### src/rtl/nnz_row_issuer.sv
`timescale 1ns/1ps
// nnz_row_issuer
//   Streams CSR row pointers and issues one row per consecutive pointer pair,
//   together with a last-value prediction of that row's nonzero count. The
//   inspector's match result comes back FB_LAT cycles after each issue, and
//   every mismatch is counted.
//
// Ports
//   clk, reset        clock; synchronous active-low reset
//   start             begins a pass (accepted in IDLE or DONE)
//   rp_data/valid/last row-pointer stream; rp_ready is high in PRIME and ISSUE
//   offset1/offset2   row_ptr[i+1] / row_ptr[i] of the issued row
//   pred_out          predicted nnz for the issued row
//   issue_valid       the three outputs above carry a row this cycle
//   match             inspector result, sampled FB_LAT cycles after each issue
//   row_cnt           rows issued this pass (saturating)
//   mispred_cnt       match=0 feedback results this pass (saturating)
//   busy, done        pass in progress / pass complete
module nnz_row_issuer #(
   parameter int unsigned FB_LAT = 2,
   parameter int unsigned CNT_W  = 16
) (
   input  logic             clk,
   input  logic             reset,
   input  logic             start,
   input  logic [31:0]      rp_data,
   input  logic             rp_valid,
   input  logic             rp_last,
   output logic             rp_ready,
   output logic [31:0]      offset1,
   output logic [31:0]      offset2,
   output logic [31:0]      pred_out,
   output logic             issue_valid,
   input  logic             match,
   output logic [CNT_W-1:0] row_cnt,
   output logic [CNT_W-1:0] mispred_cnt,
   output logic             busy,
   output logic             done
);

   localparam logic [2:0] StIdle  = 3'd0;
   localparam logic [2:0] StPrime = 3'd1;
   localparam logic [2:0] StIssue = 3'd2;
   localparam logic [2:0] StDrain = 3'd3;
   localparam logic [2:0] StDone  = 3'd4;

   localparam logic [CNT_W-1:0] CntMax = {CNT_W{1'b1}};

   logic [2:0]        state_q, state_d;
   logic [31:0]       lo_q, lo_d;
   logic [31:0]       prev_nnz_q, prev_nnz_d;
   logic [31:0]       offset1_q, offset1_d;
   logic [31:0]       offset2_q, offset2_d;
   logic [31:0]       pred_q, pred_d;
   logic              issue_valid_q, issue_valid_d;
   // Bit i set: an issue happened i+1 cycles ago; the tail bit marks the
   // cycle whose match input belongs to a real row.
   logic [FB_LAT-1:0] track_q, track_d;
   logic [CNT_W-1:0]  row_cnt_q, row_cnt_d;
   logic [CNT_W-1:0]  mispred_cnt_q, mispred_cnt_d;

   always_comb begin
      state_d       = state_q;
      lo_d          = lo_q;
      prev_nnz_d    = prev_nnz_q;
      offset1_d     = offset1_q;
      offset2_d     = offset2_q;
      pred_d        = pred_q;
      issue_valid_d = 1'b0;
      row_cnt_d     = row_cnt_q;
      mispred_cnt_d = mispred_cnt_q;

      track_d    = track_q;
      track_d[0] = issue_valid_q;
      for (int unsigned i = 1; i < FB_LAT; i++) begin
         track_d[i] = track_q[i-1];
      end

      if (track_q[FB_LAT-1] && !match && (mispred_cnt_q != CntMax)) begin
         mispred_cnt_d = mispred_cnt_q + 1'b1;
      end

      case (state_q)
         StIdle, StDone: begin
            if (start) begin
               state_d       = StPrime;
               row_cnt_d     = '0;
               mispred_cnt_d = '0;
               prev_nnz_d    = '0;
            end
         end
         StPrime: begin
            if (rp_valid) begin
               lo_d    = rp_data;
               // A lone pointer describes an empty matrix: nothing to issue.
               state_d = rp_last ? StDrain : StIssue;
            end
         end
         StIssue: begin
            if (rp_valid) begin
               issue_valid_d = 1'b1;
               offset1_d     = rp_data;
               offset2_d     = lo_q;
               pred_d        = prev_nnz_q;
               lo_d          = rp_data;
               prev_nnz_d    = rp_data - lo_q;
               if (row_cnt_q != CntMax) begin
                  row_cnt_d = row_cnt_q + 1'b1;
               end
               if (rp_last) begin
                  state_d = StDrain;
               end
            end
         end
         StDrain: begin
            // issue_valid_q is the stage feeding the tracker, so it must be
            // empty too before the last feedback can be considered counted.
            if ((track_q == '0) && !issue_valid_q) begin
               state_d = StDone;
            end
         end
         default: state_d = StIdle;
      endcase
   end

   always_ff @(posedge clk) begin
      if (!reset) begin
         state_q       <= StIdle;
         lo_q          <= '0;
         prev_nnz_q    <= '0;
         offset1_q     <= '0;
         offset2_q     <= '0;
         pred_q        <= '0;
         issue_valid_q <= 1'b0;
         track_q       <= '0;
         row_cnt_q     <= '0;
         mispred_cnt_q <= '0;
      end else begin
         state_q       <= state_d;
         lo_q          <= lo_d;
         prev_nnz_q    <= prev_nnz_d;
         offset1_q     <= offset1_d;
         offset2_q     <= offset2_d;
         pred_q        <= pred_d;
         issue_valid_q <= issue_valid_d;
         track_q       <= track_d;
         row_cnt_q     <= row_cnt_d;
         mispred_cnt_q <= mispred_cnt_d;
      end
   end

   assign rp_ready    = (state_q == StPrime) || (state_q == StIssue);
   assign busy        = (state_q == StPrime) || (state_q == StIssue) || (state_q == StDrain);
   assign done        = (state_q == StDone);
   assign offset1     = offset1_q;
   assign offset2     = offset2_q;
   assign pred_out    = pred_q;
   assign issue_valid = issue_valid_q;
   assign row_cnt     = row_cnt_q;
   assign mispred_cnt = mispred_cnt_q;

endmodule
### config.mk
export PLATFORM = sky130hd
export DESIGN_NAME = nnz_row_issuer
export DESIGN_NICKNAME = d
export VERILOG_FILES = /design/src/rtl/nnz_row_issuer.sv
export SDC_FILE = /design/constraint.sdc
export NUM_CORES = 1
export LEC_CHECK = 0
export ABC_AREA = 0
export CELL_PAD_IN_SITES_DETAIL_PLACEMENT = 1
export CELL_PAD_IN_SITES_GLOBAL_PLACEMENT = 2
export CORE_ASPECT_RATIO = 2
export CORE_UTILIZATION = 32
export CTS_BUF_LIST = sky130_fd_sc_hd__clkbuf_8
export DETAILED_ROUTE_END_ITERATION = 12
export PLACE_DENSITY = 0.81
export RECOVER_POWER = 25
export SETUP_SLACK_MARGIN = 0.1
export SYNTH_ARGS = -nofsm -noshare
export SYNTH_HDL_FRONTEND = slang
export SYNTH_SLANG_ARGS = --single-unit
### constraint.sdc
create_clock -name clk -period 3.7 [get_ports clk]
set_input_delay 1.11 -clock clk [delete_from_list [all_inputs] [get_ports clk]]
set_output_delay 1.11 -clock clk [all_outputs]
set_load 0.01 [all_outputs]
==> key figures <==
Synth
  – Syn_nets: ~1200
  – EDFF count, synth: 0
  – Seq/Total Area, Yosys: 42.2%
  – Simple-gate area share of the yosys netlist: between 20 and 25%
  – Post-synthesis compound-gate area fraction: between 20% and 30%
  – Synth area leader: dfxtp_1
  – Synth Cell Area: about 9400 um^2
  – Synth area leaders: dfxtp_1 42%, nand2_1 13%, a21boi_0 10%, ha_1 4.5%, xor2_1 3.1%
  – Fraction of synthesized cell area in xor and xnor cells: just over 5%
  – Post-synth top area share: between 40% and 50%
  – Mapped Cells: 1152
  – Area share of fa/ha/maj cells after synthesis: roughly 4.7%
  – Ys Warns: 0
  – Main combinational cell family by area after synthesis: simple AND/OR/NAND/NOR gates
  – Commonest register cell after synthesis: dfxtp_1
  – Mean Syn Cell Area: between 8 and 9 um^2
  – Multiplexer share of the synthesized area: less than 1%
  – Netlist cell types: 64
  – Synth async-reset ratio: 0%
  – FF+latch count, synth: about 200

Drt
  – Routed len/inst: around 16 um
  – Vias: ~8400
  – Vias per inst: ~5
  – 1st-pass router iterations: 4
  – Post-DRT Antenna Nets: 0
  – Final WL: between 20 and 30 mm
  – Initial DRC count: 271
  – Drc violations: 0

Timing
  – Final WS setup: about 0.42 ns
  – Final setup fails: 0
  – Pins Over Slew Limit: 0
  – Hold slack: between 0.4 and 0.5 ns
  – Final Critical Period: 3.28 ns
  – Worst Max-Slew Pin Slew: between 1 and 1.5 ns
  – RSZ-0062 raised after global routing: no
  – Maximum clock frequency: between 0.3 and 0.4 GHz
  – Final hold vios: 0
  – Skew final: roughly 0.0084 ns
  – Rel. slew slack: 6.01%
  – Tcrit/Tclk final: roughly 89%

Placed design
  – Post-DP Area: between 10000 and 15000 um^2
  – Port bufs: 169
  – Routability congestion estimate: 0.822
  – Dpl ws: -0.310 ns
  – Post-detail-place hpwl: ~20 mm
  – # placed instances: around 1700

Setup path
  – Crit end category: flip-flop
  – Critical R2R Capture: prev_nnz_q[28]$_SDFFE_PN0P_
  – Cell repeated most along the worst path: o211ai_1
  – Crit path kind: in -> reg
  – CP max FO: 4
  – Slowest stage delay, CP: just under 0.5 ns
  – Worst endpoint data arrival time: roughly 3.7 ns
  – R2r setup slk: roughly 1.1 ns
  – CP required: approximately 4.1 ns
  – Cell Chain, Critical Path: clkdlybuf4s50_1 -> inv_1 -> fa_1 -> and2b_2 -> o2111ai_4 -> a211oi_4 -> o211ai_1 -> a31oi_1 -> mux2i_1 -> o211ai_1
  – CP Launch Type: input port
  – CP max-delay cell: clkdlybuf4s50_1
  – Crit Reg-Reg Startpoint: lo_q[0]$_SDFFE_PN0P_
  – Worst Reg-to-Reg Cells: 9

Cells and area
  – Final cell count without fillers: between 1500 and 2000
  – Storage element area: 3960 um^2
  – Fillers: 3445
  – Design area: around 12000 um^2
  – Nets: 1411
  – P&R area growth vs syn: 28.8%
  – Share of layout cells above drive strength 1: 8.36%
  – Area of the multi-input gates: around 5000 um^2

Power
  – Flop pwr share: roughly 45%
  – Cell internal pwr: between 3000 and 4000 uW
  – Total power: 5220 uW
  – LEAKAGE: 0.00420 uW
  – Cell Pwr Density: between 400 and 500 nW/um^2
  – Peak VDD IR: approximately 0.26 mV
  – Sw Pwr: about 1800 uW
  – Net Sw Frac: a little over a third
  – Comb pwr share: 29.9%
  – Share of total power in the clock network: 24.8%

CTS
  – Clk root buf: clkbuf_8
  – Clock sinks: roughly 200
  – Clk_lat worst skew: roughly 0.5 ns
  – CTS tree: yes
  – Post-CTS Hold Buffers: 0
  – Total clock buffers created by CTS: 17
  – Worst-path clk slew: ~0.10 ns
  – CTS Buffer Depth: 2
  – # H-tree levels: 4

Global routing
  – Number of global-route vias before repair: roughly 9000
  – Largest net degree at the start of global routing: approximately 110
  – Initial antenna violation count: 1
  – Total gr overflow: 0
  – Total track usage: a little under a fifth
  – First-pass GRT wire length: 44.6 mm

Floorplan
  – Initial Util: between 30 and 40%
  – Core ar.: 28800 um^2
  – Width of the die: about 120 um
  – Top Ports: 170
  – Die Height: approximately 240 um
  – Full die area: between 30000 and 40000 um^2
  – Row count: 88

Worst hold path
  – HP Class: reg -> reg
  – HP Start: prev_nnz_q[31]$_SDFFE_PN0P_
  – Sink of the worst hold path: prev_nnz_q[31]$_SDFFE_PN0P_
  – Hold path depth: 2

Run status
  – Status: finished clean

Run
  – Number of max-cap violations: 0
==> registers in the layout (all words and copies together), names as in the netlist, 3 cells and up <==
register and count:
offset2 32, mispred_cnt 16, prev_nnz_q 32, offset1 32
lo_q 32, row_cnt 16, pred_out 32, state_q 3
==> per-layer routing <==
layer  routed length (um)  global-route usage (%)  part of all wire [%]  up-vias
met5                    0                       0                     0        -
met4                  766                    8.43                   2.8        0
met3                  738                    2.64                   2.7       33
met2                14500                    34.7                    53      134
met1                11200                    21.0                    41     4010
li1                     -                       -                     -     4210
==> cells in the mapped netlist, types with 8 or more instances <==
library cell / number
ha_1: 34
nor2b_1: 14
and2_1: 18
dfxtp_1: 198
buf_2: 13
o211ai_1: 8
o21ai_0: 34
nor2_1: 56
nand2_1: 327
nand3_1: 18
a21boi_0: 131
o21ai_1: 8
inv_1: 40
xor2_1: 33
a22oi_1: 10
a21o_1: 11
xnor2_1: 21
a21oi_1: 29
nand4_1: 14
clkbuf_1: 47
==> how the worst max path moves through the flow <==
stage	slack, ns	end	depth (start not counted)	startpoint
after floorplan	0.55	prev_nnz_q[28]$_SDFFE_PN0P_	10	rp_data[0]
after global placement	-0.24	prev_nnz_q[28]$_SDFFE_PN0P_	11	rp_data[0]
after detailed placement	-0.31	prev_nnz_q[28]$_SDFFE_PN0P_	11	rp_data[0]
after CTS	0.25	prev_nnz_q[28]$_SDFFE_PN0P_	11	rp_data[0]
after global routing	0.16	offset1[7]$_SDFFE_PN0P_	6	rp_valid
final	0.42	prev_nnz_q[28]$_SDFFE_PN0P_	10	rp_data[1]
==> layout by cell type (no fill, tap or decap), types with 4 or more instances in the layout <==
| cell | Yosys | final |
|---|---|---|
| and2_1 | 18 | 15 |
| ha_1 | 34 | 34 |
| o211ai_1 | 8 | 8 |
| buf_4 | 0 | 55 |
| clkdlybuf4s50_1 | 0 | 165 |
| xor2_1 | 33 | 33 |
| nand4_1 | 14 | 14 |
| xnor2_1 | 21 | 21 |
| o21ai_0 | 34 | 34 |
| a21boi_0 | 131 | 131 |
| nor2b_1 | 14 | 14 |
| nand2b_1 | 7 | 7 |
| a21o_1 | 11 | 11 |
| a21oi_2 | 5 | 5 |
| a22oi_1 | 10 | 10 |
| o21a_1 | 4 | 4 |
| nor3_1 | 7 | 7 |
| dfxtp_1 | 198 | 198 |
| inv_1 | 40 | 42 |
| clkbuf_8 | 0 | 19 |
| a21oi_1 | 29 | 29 |
| and3_1 | 4 | 4 |
| nor2_1 | 56 | 56 |
| o21ai_1 | 8 | 8 |
| nand3_1 | 18 | 18 |
| nand2_1 | 327 | 327 |
| clkinv_2 | 0 | 5 |
==> power groups by stage <==
| stage | registers [uW] | clock network (uW) | logic, uW |
|---|---|---|---|
| after global routing | 2390 | 1440 | 1750 |
| after floorplan | 2400 | 0 | 978 |
| final | 2360 | 1290 | 1560 |
| after detailed placement | 2420 | 0 | 1600 |
| after CTS | 2370 | 1370 | 1610 |
| after global placement | 2410 | 0 | 1580 |
==> cells by family (layout without fill, tap and decap cells) <==
family / after synthesis / count (layout)
multiplexers: 3 / 3
adder cells (fa/ha/maj): 35 / 35
XOR/XNOR: 54 / 54
AND/OR/NAND/NOR: 486 / 486
other: 0 / 1
flip-flops: 198 / 198
buffers and inverters: 103 / 302
AO/OA/AOI/OAI: 273 / 273
==> stage by stage <==
stage / setup TNS, ns / util [%]
finish: 0 / 42.0
global route: 0 / 42.0
CTS: 0 / 42.0
detailed placement: -1.31 / 40.8
global placement: -0.766 / 40.8
floorplan: 0 / -
==> what timing repair did <==
item | 4_1_cts | 5_1_grt
resized for setup | 0 | 3
endpoints found under the hold margin | 0 | 0
buffers inserted | 0 | 1
endpoints found under the setup margin | 0 | 1
==> critical path, delay by kind of cell <==
family	cells	cell delay, ns
compound gates	5	1.06
fa+ha+maj	1	0.44
buf+inv	2	0.56
mux	1	0.21
simple gates	1	0.26
==> final cells by class <==
class                      instances  area share (%)
antenna                            1          0.0207
multi-input combinational        851            41.6
clock buffer                      19            2.16
clock inverter                    13           0.692
timing repair buffer             230            17.8
tap                              360            3.72
inverter                          40            1.24
sequential                       198            32.7
No activity file was read; power rests on OpenSTA's default activity.
==> RTL edit, RTL diff (same settings) <==
Reset style: asynchronous (`reset`), changed in one clocked block. Comments in the files are not updated.
--- a/src/rtl/nnz_row_issuer.sv
+++ b/src/rtl/nnz_row_issuer.sv
@@ -125,3 +125,3 @@
 
-   always_ff @(posedge clk) begin
+   always_ff @(posedge clk or negedge reset) begin
       if (!reset) begin
Formal check against the unedited RTL: differs if reset is asserted again (counterexample within 4 cycles, from zero or initial values and one cycle with reset low); with reset held inactive, the same outputs for 4 cycles.
==> RTL edit against the unedited design <==
Area after synthesis rose by 0.51%. Count of clock-buffer cells in the layout did not move. Cell area grew 2.9%. Wire length fell by 0.74%. Global-route usage is 0.37 points higher. The run now ends with capacitance limit, slew limit left. Worst setup slack got worse by 280 ps. Sequential cell count did not move. Register-to-register slack got worse by 250 ps. Critical path depth is 1 higher.
Power is not compared: it rests on default switching activity, and its combinational part moved more than twofold at a synthesized area within 25%.
==> RTL edit: results (changes against the unedited design) <==
IO buf count: 169 (unchanged)
hold wc startpoint: track_q[0]$_DFF_PN0_
Tightest Pin Transition: 1800 ps (+387 ps)
crit path to: prev_nnz_q[28]$_DFFE_PN0P_
top cells by count, synth: nand2_1 (307), dfrtp_1 (198), o21ai_0 (100)
Min-Delay Path Class: flop to flop
failing checks: capacitance limit, slew limit
top post-synthesis cells by area: dfrtp_1 (52%), nand2_1 (12%), o21ai_0 (5.3%), ha_1 (4.5%), xor2_1 (3.0%)
HPWL Detailed: 19900 um (-2.4%)
Syn Nets: 1110 (-9.4%)
vias in the first global route: 8608 (-1.5%)
fin. max-slew vios: 66 (+66)
sequential share of power: 34.7%
hold endpoint: track_q[1]$_DFF_PN0_
worst slack, placed: -442 ps (-131 ps)
layout cells sized above 1: 10.4% (+2.0 points)
async set-or-reset flop fraction in the synthesized netlist: 100% (+100 points)
vias per cell: 4.88 (-0.32%)
Static Leakage: 5.93 nW
first-pass GRT wire length: 44900 um (+0.62%)
slowest CP cell: o41a_1
CP arrival: 3940 ps (+290 ps)
Critical Path Fanout Max: 4 (unchanged)
Reg2Reg Setup Slack: 840 ps (-250 ps)
Synth cell types: 64 (unchanged)
Final nets: 1337 (-5.2%)
Worst R2R Start: lo_q[2]$_DFFE_PN0P_
worst vdd ir: 0.000291 V
post-synthesis sequential area ratio: 52.4% (+10 points)
post-cts sizing count: 0 (unchanged)
Remaining DRCs: 0 (unchanged)
Fillers: 3409 (-1.0%)
comb pwr: 0.00486 W
Root Buffer: clkbuf_8
# Max-Cap Violations: 1 (+1)
cell count after synthesis: 1037 (-10%)
fmax: 281 MHz (-7.9%)
Reg clk slew, reported paths: 90 ps
Pre-Repair DR Iteration Count: 4 (unchanged)
crit path from: rp_data[2]
initial antenna violation count: 1 (unchanged)
fin cells: 1635 (-4.5%)
htree depth: 4 (unchanged)
clock buffer depth: 2 (unchanged)
Placer Congestion: 0.833 (+1.4%)
DRT iter0 DRCs: 262 (-3.3%)
hold depth: 0 (-2)
Total GRT Usage: 19.3% (+0.37 points)
clk_lat worst skew: 490 ps
hold_ws: 378 ps (-75.3 ps)
switch share: 38.6%
largest net degree at the start of global routing: 122 (+13%)
slowest stage delay, CP: 490 ps (about the same)
skew final: 15.0 ps (+6.55 ps)
status: finished, violations left
per-cell routed wire length: 16.5 um (+3.9%)
Reg2Reg Depth: 11 (+2)
-- RTL edit: changes by cell type in the layout (fill, tap and decap cells not counted), moves of 21 or more --
cell      change
a21boi_0    -130
buf_4        +28
dfrtp_1     +198
dfxtp_1     -198
nand2_1      -21
o21ai_0      +66
-- RTL edit: cell families after synthesis --
| logic type | after synthesis | synth area share (%) |
|---|---|---|
| AO/OA/AOI/OAI | 207 | 13.4 |
| XOR/XNOR | 50 | 4.63 |
| adder cells (fa/ha/maj) | 35 | 4.71 |
| buffers and inverters | 93 | 3.91 |
| flip-flops | 198 | 52.4 |
| multiplexers | 6 | 0.675 |
| AND/OR/NAND/NOR | 448 | 20.2 |
-- RTL edit: worst max-delay path: cells and delay by family --
| kind | cells | cell delay (ps) |
|---|---|---|
| simple gates | 1 | 150 |
| buf+inv | 2 | 610 |
| compound gates | 6 | 1620 |
| mux | 1 | 100 |
| fa+ha+maj | 1 | 340 |
-- RTL edit: through the flow --
stage	area, um^2	TNS (ps)
final	12500	0
after CTS	12500	0
after global routing	12500	0
after detailed placement	12100	-3380
after global placement	12100	-2430
after floorplan	9450	0
-- RTL edit: area by class of cell --
class,count,area [um^2],share of cell area [%]
Antenna cell,1,2.50,0.0201
Clock buffer,19,262,2.10
Clock inverter,10,109,0.873
Inverter,45,169,1.35
Multi-Input combinational cell,746,4150,33.2
Sequential cell,198,4950,39.7
Tap cell,360,450,3.61
Timing Repair Buffer,256,2370,19.0
-- RTL edit: per-layer routing --
| layer | track usage (%) | up-vias | share of wire (%) |
|---|---|---|---|
| met5 | 0 | - | 0 |
| met1 | 20.9 | 3937 | 39 |
| met3 | 3.65 | 25 | 2.9 |
| met2 | 36.2 | 121 | 57 |
| li1 | - | 3901 | - |
| met4 | 6.66 | 0 | 1.9 |
